File: config.mk
export PLATFORM = sky130hd
export DESIGN_NAME = instruction_fetch_unit
export DESIGN_NICKNAME = d
export VERILOG_FILES = /design/src/rtl/instruction_fetch_unit.sv
export SDC_FILE = /design/constraint.sdc
export NUM_CORES = 1
export LEC_CHECK = 0
export CAP_MARGIN = 20
export CELL_PAD_IN_SITES_DETAIL_PLACEMENT = 0
export CELL_PAD_IN_SITES_GLOBAL_PLACEMENT = 2
export CORE_MARGIN = 1
export CORE_UTILIZATION = 47
export CTS_CLUSTER_SIZE = 12
export DETAILED_ROUTE_END_ITERATION = 8
export GPL_ROUTABILITY_DRIVEN = 0
export HOLD_SLACK_MARGIN = 0.08
export PLACE_DENSITY = 0.82
export SLEW_MARGIN = 20
export SYNTH_ARGS = -nofsm -noshare
export SYNTH_HDL_FRONTEND = slang
export SYNTH_SLANG_ARGS = --single-unit
File: constraint.sdc
create_clock -name clock -period 8.05 [get_ports clock]
set_input_delay 1.2075 -clock clock [delete_from_list [all_inputs] [get_ports clock]]
set_output_delay 1.2075 -clock clock [all_outputs]
set_load 0.1 [all_outputs]
File: src/rtl/instruction_fetch_unit.sv
// Fetch stage: issues in-order imem requests from pc_in, tags responses with their PC and buffers
// {pc, instr} for decode. Optional perf counters under IF_PERF_COUNTERS_EN.
module instruction_fetch_unit #(
  parameter int BUF_DEPTH  = 4,
  parameter int RESET_DROP = 0
) (
  input  logic        clock,
  input  logic        reset,
  input  logic [31:0] pc_in,
  output logic        pc_hold,
  input  logic        flush,
  output logic        imem_req_valid,
  output logic [31:0] imem_req_addr,
  input  logic        imem_req_ready,
  input  logic        imem_resp_valid,
  input  logic [31:0] imem_resp_data,
  output logic        if_valid,
  output logic [31:0] if_instr,
  output logic [31:0] if_pc,
  input  logic        id_ready
`ifdef IF_PERF_COUNTERS_EN
  ,
  output logic [31:0] perf_fetched,
  output logic [31:0] perf_stall
`endif
);
  localparam int AW = $clog2(BUF_DEPTH);
  localparam int CW = AW + 1;

  typedef enum logic {FETCH, DRAIN} state_t;
  typedef struct packed {
    logic [31:0] pc;
    logic [31:0] instr;
  } fetch_entry_t;

  state_t        state;
  logic [CW-1:0] outstanding, occupancy, drop, drop_sum, drop_next;
  logic [AW-1:0] tq_wr, tq_rd, fb_wr, fb_rd;
  logic [31:0]   tag_q [BUF_DEPTH];
  fetch_entry_t  fbuf  [BUF_DEPTH];
  logic [CW:0]   in_use;
  logic          req_fire, resp_keep, resp_count, deq;

  // Credit covers both in-flight and buffered entries, so a kept response always finds room.
  assign in_use         = {1'b0, outstanding} + {1'b0, occupancy};
  assign imem_req_valid = ~reset & (state == FETCH) & ~flush & (in_use < (CW+1)'(BUF_DEPTH));
  assign imem_req_addr  = pc_in;
  assign req_fire       = imem_req_valid & imem_req_ready;
  assign pc_hold        = ~req_fire;
  assign resp_count     = imem_resp_valid & (drop == '0);
  assign resp_keep      = resp_count & ~flush;
  assign if_valid       = (occupancy != '0);
  assign deq            = if_valid & id_ready;
  assign if_pc          = fbuf[fb_rd].pc;
  assign if_instr       = fbuf[fb_rd].instr;
  assign drop_sum       = drop + outstanding;

  always_comb begin
    drop_next = drop;
    if (flush)
      drop_next = drop_sum - CW'(imem_resp_valid && (drop_sum != '0));
    else if (imem_resp_valid && (drop != '0))
      drop_next = drop - CW'(1);
  end

  always_ff @(posedge clock) begin
    if (reset) begin
      state       <= FETCH;
      outstanding <= '0;
      occupancy   <= '0;
      drop        <= CW'(RESET_DROP);
      tq_wr       <= '0;
      tq_rd       <= '0;
      fb_wr       <= '0;
      fb_rd       <= '0;
    end else begin
      if (req_fire)        tq_wr <= tq_wr + AW'(1);
      // Every response pops a tag, dropped or kept; the queue outlives a flush for that reason.
      if (imem_resp_valid) tq_rd <= tq_rd + AW'(1);
      drop  <= drop_next;
      state <= (drop_next != '0) ? DRAIN : FETCH;
      if (flush) begin
        outstanding <= '0;
        occupancy   <= '0;
        fb_wr       <= '0;
        fb_rd       <= '0;
      end else begin
        outstanding <= outstanding + CW'(req_fire) - CW'(resp_count);
        occupancy   <= occupancy + CW'(resp_keep) - CW'(deq);
        if (resp_keep) fb_wr <= fb_wr + AW'(1);
        if (deq)       fb_rd <= fb_rd + AW'(1);
      end
    end
  end

  always_ff @(posedge clock) begin
    if (!reset && req_fire)  tag_q[tq_wr] <= pc_in;
    if (!reset && resp_keep) fbuf[fb_wr]  <= '{pc: tag_q[tq_rd], instr: imem_resp_data};
  end

`ifdef IF_PERF_COUNTERS_EN
  always_ff @(posedge clock) begin
    if (reset) begin
      perf_fetched <= '0;
      perf_stall   <= '0;
    end else begin
      if (resp_keep) perf_fetched <= perf_fetched + 32'd1;
      if (pc_hold)   perf_stall   <= perf_stall + 32'd1;
    end
  end
`endif

  assert property (@(posedge clock) disable iff (reset) resp_keep |-> (occupancy != CW'(BUF_DEPTH)));

endmodule

==> metrics.txt <==
status=finished, final reports clean; clk_lat worst skew=520 ps; Synth-to-Final Area Change=19.9%; Post CTS Setup Buffer Count=0; Num CTS Buffers=42; fin crit period=4890 ps; initial antenna violation count=0; Final Util=0.579; Fin. Hold Viols=0; overall routing resource usage=0.168; final setup fails=0; Root Buffer=clkbuf_16; sequential share of the synthesized area=0.778; CTS HTree Levels=2; Slew Limit Fails=0; skew final=13.6 ps; leading area contributor after synthesis=edfxtp_1; Place WS=3150 ps; WHS=513 ps; total of flip-flops plus latches after synthesis=406; CP required=6840 ps; CTS tree=yes; WS Path Type=primary input to output pin; Via density=5.27; actual slew at the worst max-slew pin=1060 ps; total gr overflow=0; Mapped Cells=671; Max clock buf depth=3; largest cells by area after synthesis=edfxtp_1, mux4_2, dfxtp_1, buf_4, ha_1; ant diodes=0; IO buf count=168; final critical-path share of the clock period=0.608; FP Rows=65; Die Area=33500 sq um; Design Power=0.00489 W; vias in the first global route=7417; nets=917; maxcap violations=0; drc violations=0; FMAX=204 MHz; die width=183 um; synth warn=0; leak pwr=5.78 nW; worst hold path class=register to register; Slew headroom=0.289; maximum VDD drop=0.169 mV; DR WL/cell=21.1 um; Die Y=183 um; Async S/R FF share, synth=0; area share of the largest cell type after synthesis=0.750; Pwr Density=265 nW/um^2; predominant post-synthesis flop cell=edfxtp_1; Syn Nets=762; TNS Setup=0 ps; clock slew at reported path FFs=50 ps; Yosys cell types=40; RSZ-0062 raised after global routing=no; Final WS setup=3160 ps; Critical Path AT=3690 ps; CTS resizes=0; share of post-route cells with drive strength above 1=0.192; # hold bufs at CTS=0; first-pass GRT wire length=42200 um; Syn Std Cell Area=15400 sq um; Syn Area/Cell=22.9 sq um; initial drt markers=553; Core Box Area=31900 sq um; CP Capture Type=output pin; IO Pins=169; pin count of the biggest net entering global routing=65; crit path max fanout=13; DRT Pass-1 Iters=5; Critical Path Source Type=primary input; number of synthesized flops with an enable pin=384; Post-DRT Antenna Nets=0; via count=6761; clk sinks=406; final wirelength=27000 um; DPL Wire Length=15400 um; Starting Density=0.483
cell usage after synthesis (all sizes together), types with 2 or more instances:
| master | count |
|---|---|
| o31a | 2 |
| mux4 | 96 |
| xor2 | 3 |
| ha | 18 |
| buf | 52 |
| nand2 | 7 |
| or2 | 2 |
| edfxtp | 384 |
| or3 | 2 |
| and3 | 2 |
| nor4bb | 2 |
| clkbuf | 7 |
| dfxtp | 22 |
| a21oi | 2 |
| and2 | 12 |
| nor2 | 14 |
| xnor2 | 9 |
| inv | 14 |
| mux2i | 2 |
| nand2b | 2 |
| fa | 3 |
cell families after synthesis:
kind of cell	Yosys count	synth area share
AO/OA/AOI/OAI	10	0.00626
XOR/XNOR	12	0.00683
adder cells (fa/ha/maj)	21	0.0185
buffers and inverters	73	0.0292
flip-flops	406	0.778
multiplexers	98	0.142
AND/OR/NAND/NOR	51	0.0192
layout by cell type (no fill, tap or decap), drive strengths merged, types with 2 or more instances in the layout:
cell type and n:
or2 2, inv 16, nand2 7, clkdlybuf4s50 168
mux4 96, xor2 3, dfxtp 22, clkbuf 58
and2 12, ha 18, mux2i 2, fa 3
nor4bb 2, or3 2, clkinv 7, and3 2
xnor2 9, nor2 14, buf 2, nand2b 2
edfxtp 384, a21oi 2, o31a 2
registers in the layout, summed over array words and instances (netlist names), named ones only:
| register | cells |
|---|---|
| occupancy | 3 |
| fb_rd | 2 |
| fbuf | 256 |
| drop | 3 |
| state | 1 |
| tag_q | 128 |
| tq_wr | 2 |
| tq_rd | 2 |
| fb_wr | 2 |
| outstanding | 3 |
where the power goes:
group	internal, W	switching, W	total, W
logic	0.000243	0.000506	0.000749
registers	0.00240	0.0000396	0.00244
clock network	0.000983	0.000718	0.00170
total	0.00362	0.00126	0.00489
routing by layer:
| layer | vias to the layer above | wire length, um | track usage |
|---|---|---|---|
| met2 | 173 | 14000 | 0.293 |
| met4 | 0 | 446 | 0.0457 |
| li1 | 3026 | - | - |
| met3 | 37 | 1220 | 0.0278 |
| met5 | - | 0 | 0 |
| met1 | 3525 | 11300 | 0.218 |
worst paths after layout:
kind                         start                    end  slack (ps)  cells after the start
max reg2reg     drop[0]$_SDFF_PP0_       state$_SDFF_PP0_        5150                     12
max                          reset                pc_hold        3160                      5
min          tq_wr[1]$_SDFFE_PP0P_  tq_wr[1]$_SDFFE_PP0P_         510                      2
min reg2reg  tq_wr[1]$_SDFFE_PP0P_  tq_wr[1]$_SDFFE_PP0P_         510                      2
through the flow:
step,area [sq um],cells
after floorplan,15400,671
after global placement,17300,1217
after detailed placement,17300,1217
after CTS,18400,1284
after global routing,18400,1284
final,18400,1284
worst max-delay path: stages:
cell	delay (ps)
clkdlybuf4s50_1	750
nor2_1	190
and4_1	300
inv_2	100
clkdlybuf4s50_1	1130
final cells by class:
class / instances / area [sq um]
Fill cell: 2330 / 13400
Sequential cell: 406 / 12000
Tap cell: 435 / 544
Timing Repair Buffer: 170 / 1700
Clock buffer: 58 / 1140
Clock inverter: 9 / 47.5
Multi-Input combinational cell: 192 / 2980
Inverter: 14 / 52.6
Power figures use the tool's default switching activity.
